$ cat src/rtl/dmx_1to2_stream_if.sv
// Bundle of the input stream and the two output streams of the 1-to-2 demux.
interface dmx_1to2_stream_if #(
    parameter int NB_INPUT = 32,
    parameter int NB_COUNT = 16
);
    logic [NB_INPUT-1:0] i_data;
    logic                i_sel;
    logic                i_valid;
    logic                o_ready;
    logic [NB_INPUT-1:0] o_a_data;
    logic                o_a_valid;
    logic                i_a_ready;
    logic [NB_INPUT-1:0] o_b_data;
    logic                o_b_valid;
    logic                i_b_ready;
    logic [NB_COUNT-1:0] o_a_count;
    logic [NB_COUNT-1:0] o_b_count;

    // Demux side
    modport slave (
        input  i_data, i_sel, i_valid, i_a_ready, i_b_ready,
        output o_ready, o_a_data, o_a_valid, o_b_data, o_b_valid, o_a_count, o_b_count
    );

    // Producer/consumer side
    modport master (
        output i_data, i_sel, i_valid, i_a_ready, i_b_ready,
        input  o_ready, o_a_data, o_a_valid, o_b_data, o_b_valid, o_a_count, o_b_count
    );
endinterface

$ cat src/rtl/dmx_1to2_stream.sv
// Registered 1-to-2 stream demultiplexer with one holding slot per output
// and a saturating transfer counter per output.
module dmx_1to2_stream #(
    parameter int NB_INPUT = 32,
    parameter int NB_COUNT = 16
) (
    input logic                   i_clk,
    input logic                   i_rst,
    dmx_1to2_stream_if.slave      bus
);
    logic [NB_INPUT-1:0] r_a_data;
    logic                r_a_valid;
    logic [NB_INPUT-1:0] r_b_data;
    logic                r_b_valid;
    logic [NB_COUNT-1:0] r_a_count;
    logic [NB_COUNT-1:0] r_b_count;

    logic w_free_a;
    logic w_free_b;
    logic w_ready;
    logic w_acc;
    logic w_load_a;
    logic w_load_b;
    logic w_hs_a;
    logic w_hs_b;

    // Slot availability, accept and handshake decode; i_valid never reaches o_ready
    always_comb begin
        w_free_a = ~r_a_valid | bus.i_a_ready;
        w_free_b = ~r_b_valid | bus.i_b_ready;
        w_ready  = bus.i_sel ? w_free_b : w_free_a;
        w_acc    = bus.i_valid & w_ready;
        w_load_a = w_acc & ~bus.i_sel;
        w_load_b = w_acc & bus.i_sel;
        w_hs_a   = r_a_valid & bus.i_a_ready;
        w_hs_b   = r_b_valid & bus.i_b_ready;
    end

    // Slot A: a load wins over a drain so back-to-back words keep valid high
    always_ff @(posedge i_clk) begin
        if (i_rst) begin
            r_a_data  <= '0;
            r_a_valid <= 1'b0;
        end else if (w_load_a) begin
            r_a_data  <= bus.i_data;
            r_a_valid <= 1'b1;
        end else if (w_hs_a) begin
            r_a_valid <= 1'b0;
        end
    end

    // Slot B: same behaviour as slot A, fully independent
    always_ff @(posedge i_clk) begin
        if (i_rst) begin
            r_b_data  <= '0;
            r_b_valid <= 1'b0;
        end else if (w_load_b) begin
            r_b_data  <= bus.i_data;
            r_b_valid <= 1'b1;
        end else if (w_hs_b) begin
            r_b_valid <= 1'b0;
        end
    end

    // Saturating transfer counters, one per output handshake
    always_ff @(posedge i_clk) begin
        if (i_rst) begin
            r_a_count <= '0;
            r_b_count <= '0;
        end else begin
            if (w_hs_a && (r_a_count != {NB_COUNT{1'b1}})) begin
                r_a_count <= r_a_count + NB_COUNT'(1);
            end
            if (w_hs_b && (r_b_count != {NB_COUNT{1'b1}})) begin
                r_b_count <= r_b_count + NB_COUNT'(1);
            end
        end
    end

    assign bus.o_ready   = w_ready;
    assign bus.o_a_data  = r_a_data;
    assign bus.o_a_valid = r_a_valid;
    assign bus.o_b_data  = r_b_data;
    assign bus.o_b_valid = r_b_valid;
    assign bus.o_a_count = r_a_count;
    assign bus.o_b_count = r_b_count;
endmodule

$ cat src/flat_wrapper.sv
// flat-port wrapper written by rule: the top's interface ports become plain ports
module dmx_1to2_stream_flat 
#(
    parameter int NB_INPUT = 32,
    parameter int NB_COUNT = 16
)
  (i_clk, i_rst, bus_i_data, bus_i_sel, bus_i_valid, bus_i_a_ready, bus_i_b_ready, bus_o_ready, bus_o_a_data, bus_o_a_valid, bus_o_b_data, bus_o_b_valid, bus_o_a_count, bus_o_b_count);
  dmx_1to2_stream_if #(.NB_INPUT(NB_INPUT), .NB_COUNT(NB_COUNT)) bus_i ();
  input logic i_clk;
  input logic i_rst;
  input wire logic [$bits(bus_i.i_data)-1:0] bus_i_data;
  input wire logic [$bits(bus_i.i_sel)-1:0] bus_i_sel;
  input wire logic [$bits(bus_i.i_valid)-1:0] bus_i_valid;
  input wire logic [$bits(bus_i.i_a_ready)-1:0] bus_i_a_ready;
  input wire logic [$bits(bus_i.i_b_ready)-1:0] bus_i_b_ready;
  output wire logic [$bits(bus_i.o_ready)-1:0] bus_o_ready;
  output wire logic [$bits(bus_i.o_a_data)-1:0] bus_o_a_data;
  output wire logic [$bits(bus_i.o_a_valid)-1:0] bus_o_a_valid;
  output wire logic [$bits(bus_i.o_b_data)-1:0] bus_o_b_data;
  output wire logic [$bits(bus_i.o_b_valid)-1:0] bus_o_b_valid;
  output wire logic [$bits(bus_i.o_a_count)-1:0] bus_o_a_count;
  output wire logic [$bits(bus_i.o_b_count)-1:0] bus_o_b_count;
  assign bus_i.i_data = bus_i_data;
  assign bus_i.i_sel = bus_i_sel;
  assign bus_i.i_valid = bus_i_valid;
  assign bus_i.i_a_ready = bus_i_a_ready;
  assign bus_i.i_b_ready = bus_i_b_ready;
  assign bus_o_ready = bus_i.o_ready;
  assign bus_o_a_data = bus_i.o_a_data;
  assign bus_o_a_valid = bus_i.o_a_valid;
  assign bus_o_b_data = bus_i.o_b_data;
  assign bus_o_b_valid = bus_i.o_b_valid;
  assign bus_o_a_count = bus_i.o_a_count;
  assign bus_o_b_count = bus_i.o_b_count;
  dmx_1to2_stream #(.NB_INPUT(NB_INPUT), .NB_COUNT(NB_COUNT)) u_core (.i_clk(i_clk), .i_rst(i_rst), .bus(bus_i));
endmodule
$ cat config.mk
export PLATFORM = sky130hd
export DESIGN_NAME = dmx_1to2_stream_flat
export DESIGN_NICKNAME = d
export VERILOG_FILES = /design/src/rtl/dmx_1to2_stream_if.sv /design/src/rtl/dmx_1to2_stream.sv /design/src/flat_wrapper.sv
export SDC_FILE = /design/constraint.sdc
export NUM_CORES = 1
export LEC_CHECK = 0
export CELL_PAD_IN_SITES_DETAIL_PLACEMENT = 1
export CELL_PAD_IN_SITES_GLOBAL_PLACEMENT = 2
export CORE_ASPECT_RATIO = 1.2
export CORE_MARGIN = 4
export CORE_UTILIZATION = 26
export CTS_BUF_LIST = sky130_fd_sc_hd__clkbuf_4 sky130_fd_sc_hd__clkbuf_8
export DETAILED_ROUTE_END_ITERATION = 8
export MAX_ROUTING_LAYER = met4
export PLACE_DENSITY = 0.9
export SLEW_MARGIN = 20
export SYNTH_ARGS = -nofsm -noshare
export SYNTH_HDL_FRONTEND = slang
export SYNTH_SLANG_ARGS = --single-unit
$ cat constraint.sdc
create_clock -name i_clk -period 2.2 [get_ports i_clk]
set_input_delay 0.44 -clock i_clk [delete_from_list [all_inputs] [get_ports i_clk]]
set_output_delay 0.44 -clock i_clk [all_outputs]
set_load 0.03 [all_outputs]
* Yosys cells after proc, flatten, opt, wreduce, memory -nomap -nowiden
Index checks and enable logic that the tools add are counted.
** Storage, ports and cells
- Register bits :: 98
- Input port bits :: 38
- Logic and storage cells :: 29
- Output and inout port bits :: 99
** Operators by class
- Reductions and logical operators :: 4
- Muxes and demuxes :: 5
- Equality and inequality tests :: 2
- Add/subtract/negate cells :: 2
- Bitwise gates (word level) :: 10
** Operators with widths (count)
- $add A16 B1 Y16 const B :: 2
- $ne A16 B16 Y1 const B :: 2
- $and A1 B1 Y1 :: 5
- $mux W1 :: 5
- $reduce_bool A2 Y1 :: 2
- $not A1 Y1 :: 3
- $logic_and A1 B1 Y1 :: 2
- $or A1 B1 Y1 :: 2

* Longest topological paths before layout
Gate-level depths: netlist of the first run.
- Word-level depth :: 6
- Depth in mapped cells :: 6
- Mapped depth without buffers :: 5

* Worst setup path before layout of the first run
No wires, ideal clock.
- Path kind :: register -> register
- Start :: reg u_core.r_a_count[2], in the netlist u_core.bus.o_a_count[2]
- End :: reg u_core.r_a_count[13], in the netlist u_core.bus.o_a_count[13]
- Buffers on the path :: 0
- Setup time :: 0.070 ns
- Path slack :: 0.263 ns
- Cell stages (with the launch flop) :: 5
- Arrival :: 1.866 ns
- Required time :: 2.130 ns
- Clock period less this slack :: 1.937 ns
- Path through :: dfxtp_1 -> nand3_2 -> or4_4 -> or4_1 -> a21oi_1
** On the way
- Longest elaborated chain between the ends :: 2
- Elaborated cells between the ends (all ways) :: 3
- Classes of those cells :: add/sub: 1; eq/ne: 1; reduce/logical: 1
** Ends and longest elaborated chain
- start: declaration :: line dmx_1to2_stream.sv:15 : logic [NB_COUNT-1:0] r_a_count;
- start signal: assignment :: line dmx_1to2_stream.sv:72 : r_a_count <= r_a_count + NB_COUNT'(1);
- branches (longest 2 deep; another with $add A16 B1 Y16)
Several ways; the timed one is not identified.
A chain may end at the register's enable or synchronous reset.

* Final worst setup path of the first run
- Start :: in bus_i_a_ready
- End :: out bus_o_ready
** On the way
- Longest elaborated chain between the ends :: 2
** Ends and longest elaborated chain
- start: declaration :: line flat_wrapper.sv:14 : input wire logic [$bits(bus_i.i_a_ready)-1:0] bus_i_a_ready;
- $or A1 B1 Y1 :: line dmx_1to2_stream.sv:29 : w_free_a = ~r_a_valid | bus.i_a_ready;
- $mux W1 :: line dmx_1to2_stream.sv:31 : w_ready = bus.i_sel ? w_free_b : w_free_a;
- end: declaration :: line flat_wrapper.sv:16 : output wire logic [$bits(bus_i.o_ready)-1:0] bus_o_ready;
No other way between the ends.

==> results of run 1 <==
power groups by stage:
stage,clock (W),sequential (W),combinational (W)
3_3_place_gp,0,0.00191,0.000509
4_1_cts,0.00134,0.00187,0.000519
3_5_place_dp,0,0.00191,0.000517
5_1_grt,0.00140,0.00188,0.000549
6_report,0.00128,0.00187,0.000511
2_1_floorplan,0,0.00202,0.000132
sequential cells by signal (all words and copies together), names as in the netlist:
register and flops:
u_core.bus.o_b_data 32, u_core.bus.o_b_valid 1, u_core.bus.o_b_count 16, u_core.bus.o_a_valid 1, u_core.bus.o_a_data 32, u_core.bus.o_a_count 16
cell usage in the layout (no fill, tap or decap), drive strengths merged, types with 10 or more instances in the layout:
cell / Yosys / final
nand2: 140 / 140
nand3: 14 / 14
a21oi: 83 / 83
or4: 10 / 10
clkdlybuf4s50: 0 / 134
nand4: 10 / 10
dfxtp: 98 / 98
o31ai: 11 / 11
clkbuf: 24 / 10
buf: 5 / 20
nor2: 18 / 18
worst max-delay path by stage:
stage | startpoint | endpoint | slack [ns]
finish | bus_i_a_ready | bus_o_ready | 0.07
global route | bus_i_a_ready | bus_o_ready | 0.01
CTS | bus_i_a_ready | bus_o_ready | 0.04
detailed placement | bus_i_a_ready | u_core.bus.o_a_count[13] | -0.10
global placement | bus_i_a_ready | u_core.bus.o_a_count[13] | -0.08
floorplan | u_core.bus.o_a_count[2] | u_core.bus.o_a_count[13] | 0.26
critical path, cell delays in order:
cell,delay [ns]
clkdlybuf4s50_1,0.44
buf_4,0.16
nand2b_2,0.21
mux2_2,0.27
buf_4,0.18
layout make-up:
type / count / area, µm²
Sequential cell: 98 / 1960
Timing Repair Buffer: 154 / 1550
Inverter: 5 / 18.8
Multi-Input combinational cell: 359 / 1840
Clock inverter: 5 / 80.1
Clock buffer: 10 / 131
Fill cell: 1749 / 8760
Tap cell: 200 / 250
kinds of logic after synthesis:
logic type / count (synthesis) / synth area share
AOI/OAI and AO/OA: 112 / 0.159
buffers and inverters: 34 / 0.0331
adders and majority gates: 2 / 0.00637
and+or+nand+nor: 236 / 0.278
muxes: 9 / 0.0248
DFF: 98 / 0.499
stage by stage:
stage,worst slack [ns],cells,cell area [µm²]
after detailed placement,-0.100,816,5620
after global routing,0.0115,831,5840
after CTS,0.0373,831,5830
after global placement,-0.0772,816,5620
after floorplan,0.263,491,3930
final,0.0695,831,5840
per-layer routing:
layer,wire [µm],GRT usage
met4,199,0.0465
met1,5260,0.166
met2,6660,0.280
met5,0,-
met3,1020,0.0642
what timing repair did:
item / in CTS / in global routing
gates resized for setup: 0 / 1
setup endpoints to repair: 0 / 1
hold buffers: 0 / 0
==> out/metrics.yaml, run 1 <==
status: "complete, no violations"
drt_iter0_drc: 185
min_from: "u_core.bus.o_b_data[1]"
worstReg2RegStart: "u_core.bus.o_a_count[9]"
ios: 137
critPathArrivalTime_ns: 1.69
clock_power_share: 0.349
yosysTopAreaCell: "dfxtp_1"
vdd_ir_drop_max_v: 0.000469
cts_setup_buffers: 0
rrSetupSlack_ns: 0.34
numCtsBuffers: 9
hp-class: "reg -> reg"
dr_total_vias: 3993
grt_pass1_vias: 4308
min_period_over_period: 0.968
min_period_ns: 2.13
dpl.hpwl_um: 9600
clkTransAtPathRegs_ns: 0.09
drive_gt1_frac: 0.0729
end_kind: "output port"
fin_nets: 667
grt_max_degree: 65
diodes: 0
drv_cap: 0
yosysSeqAreaShare: 0.499
fp.dieH_um: 143
power_density_nw_per_um2: 626
hold_viol_final: 0
worst_pin_slew_ns: 0.486
avgViaCountPerCell: 4.81
min_to: "u_core.bus.o_b_data[1]"
synth-async-reset-ratio: 0
dieArea_um2: 17200
post-route-util: 0.400
cp_max_fo: 4
p_leak_nw: 1.96
drc_errors: 0
report.final.slew_viol_count: 0
swShare: 0.262
p_sw_w: 0.000956
dieWidth_um: 120
synth_cell_types: 35
synthDominantCellAreaShare: 0.499
p_int_w: 0.00270
rsz0062_at_grt: "no"
drtPass1Iterations: 4
finalSetupTns_ns: 0
overflow: 0
ant_nets: 0
fin_skew_ns: 0.00857
grt_pass1_wl_um: 21600
synthesis.nets: 531
yosys_most_used_dff: "dfxtp_1"
yosysMostFrequentCell: "nand2_1"
start_util: 0.269
antenna_found_initial: 0
rows: 48
timing.hold.ws_ns: 0.460
synth_edf_count: 0
track_usage: 0.160
avgRoutedWirePerCell_um: 15.8
fp.coreArea_um2: 14600
whs_path_depth: 2
area_growth_pct: 48.5
seq_power_share: 0.511
avgSynthCellArea_um2: 8.00
cts-root-buf: "clkbuf_8"
yosysWarnings: 0
totalPowerFinal_w: 0.00365
port_buffers: 136
htree_num_levels: 3
cp-start-kind: "primary input"
clock.fmax_ghz: 0.469
netlist_area_um2: 3930
synthTopCellsByCount: "nand2_1 (140), dfxtp_1 (98), a21oi_1 (83), clkbuf_1 (24), nor2_1 (18)"
cp.required_ns: 1.76
max-clock-path-buffers: 2
cts_tree: "done"
combPwrFrac: 0.140
yosys-top-cells-area: "dfxtp_1 (50%), nand2_1 (13%), a21oi_1 (11%)"
reg2reg_depth: 4
syn-instance-count: 491
drt-total-wl_um: 13100
clk_latency_ns: 0.37
gp_congestion: 0.827
ys_ff_latch: 98
critPathKind: "in -> out"
setup_violations: 0
cts_sinks: 98
r2r-end: "u_core.bus.o_a_count[13]"
slew_headroom: 0.668
Power figures use the tool's default switching activity.
==> inputs of run 2 (changes only) <==
--- a/config.mk
+++ b/config.mk
@@ -12,7 +12,6 @@
 export CORE_UTILIZATION = 26
 export CTS_BUF_LIST = sky130_fd_sc_hd__clkbuf_4 sky130_fd_sc_hd__clkbuf_8
 export DETAILED_ROUTE_END_ITERATION = 8
-export MAX_ROUTING_LAYER = met4
 export PLACE_DENSITY = 0.9
 export SLEW_MARGIN = 20
 export SYNTH_ARGS = -nofsm -noshare
==> run 2 against run 1 <==
- clock power about the same
- setup slack worse by 0.00079 ns
- global-route usage decreased by 0.48 points
- clock-buffer cell count is the same
- first-iteration DRC count decreased by 25%
- register-to-register slack about the same
- clock skew shrank 0.00077 ns
- sequential cell count did not move
- critical path type unchanged
==> out/metrics.yaml, run 2 (same netlist as run 1, synthesis figures left out) <==
cp_max_fo: 4
end_kind: "output port"
min_from: "u_core.bus.o_b_data[1]"
wl_met2_um: 6660
area_growth_pct: 48.5
timing.hold.ws_ns: 0.461
gp_congestion: 0.815
drtPass1Iterations: 4
fp.dieH_um: 143
worst_slack_ns: 0.0687
min_period_over_period: 0.969
dpl.hpwl_um: 9600
track_usage: 0.155
rsz0062_at_grt: "no"
drt-met1-wl_um: 5150
grt_pass1_wl_um: 21600
drive_gt1_frac: 0.0729
grt_max_degree: 65
avgViaCountPerCell: 4.80
diodes: 0
cp-start-kind: "primary input"
dpl_worst_slack_ns: -0.100
cts_sinks: 98
dp_cells: 816
drt_iter0_drc: 139
clk_latency_ns: 0.37
layout_commonest_cell: "nand2_1"
htree_num_levels: 3
overflow: 0
cts_setup_buffers: 0
vdd_ir_drop_max_v: 0.000469
ios: 137
top_layer_used: "met4"
drt-total-wl_um: 13100
p_leak_nw: 1.96
slew_headroom: 0.667
dieWidth_um: 120
grt_pass1_vias: 4292
clock.fmax_ghz: 0.469
worst_pin_slew_ns: 0.487
mostFrequentLayoutCells: "nand2_1 (140), clkdlybuf4s50_1 (134), dfxtp_1 (98), a21oi_1 (83), nor2_1 (18)"
report.final.slew_viol_count: 0
met3_length_um: 1080
antenna_found_initial: 0
critPathKind: "in -> out"
min_period_ns: 2.13
cp-startpoint: "bus_i_a_ready"
numCtsBuffers: 9
cts-root-buf: "clkbuf_8"
cts_tree: "done"
fin_nets: 667
rows: 48
hp-class: "reg -> reg"
port_buffers: 136
drv_cap: 0
max-clock-path-buffers: 2
instances_no_fill: 831
fin_area_um2: 5840
ant_nets: 0
drc_errors: 0
fp.coreArea_um2: 14600
cp.required_ns: 1.76
critPathArrivalTime_ns: 1.69
fin_skew_ns: 0.00779
dr_total_vias: 3990
status: "complete, no violations"
clkTransAtPathRegs_ns: 0.09
setup_violations: 0
placed_area_um2: 5620
start_util: 0.269
dieArea_um2: 17200
avgRoutedWirePerCell_um: 15.8
hold_viol_final: 0
worstReg2RegStart: "u_core.bus.o_a_count[9]"
power_density_nw_per_um2: 626
## run 2: cell counts in the layout (fill, tap and decap cells not counted)
No cell type changed its count.
## run 2: layout make-up
class	count	area (µm²)
Clock inverter	5	80.1
Timing Repair Buffer	154	1550
Multi-Input combinational cell	359	1840
Clock buffer	10	131
Tap cell	200	250
Sequential cell	98	1960
Inverter	5	18.8
Fill cell	1749	8760
## run 2: worst paths after layout
| check | to | slack [ns] | cells past startpoint |
|---|---|---|---|
| setup / recovery | bus_o_ready | 0.07 | 5 |
| hold / removal | u_core.bus.o_b_data[1] | 0.46 | 2 |
| setup reg to reg | u_core.bus.o_a_count[13] | 0.33 | 4 |
| hold reg to reg | u_core.bus.o_b_data[1] | 0.46 | 2 |
## run 2: stage by stage
step	setup TNS [ns]	utilization	total power, W
final	0	0.400	0.00366
after global routing	0	0.400	0.00382
after CTS	0	0.400	0.00373
after detailed placement	-0.208	0.385	0.00243
after global placement	-0.120	0.385	0.00241
after floorplan	0	-	0.00215
## run 2: where the power goes
group	switching [W]	internal, W	total, W	leakage [nW]
clock network	0.000632	0.000645	0.00128	0.102
logic	0.000290	0.000221	0.000511	1.06
registers	0.0000356	0.00183	0.00187	0.797
## run 2: critical path, stage by stage
cell and delay, ns:
clkdlybuf4s50_1 0.44, buf_4 0.16, nand2b_2 0.21, mux2_2 0.27, buf_4 0.18
## run 2: routing by layer
layer / GRT usage / vias to the layer above
met1: 0.163 / 1912
met2: 0.280 / 94
li1: - / 1969
met4: 0.0447 / 0
met3: 0.0697 / 15
met5: 0 / -
## run 2: timing repair
| item | CTS | global route |
|---|---|---|
| resized for setup | 0 | 1 |
| endpoints found under the setup margin | 0 | 1 |
| hold buffers | 0 | 0 |
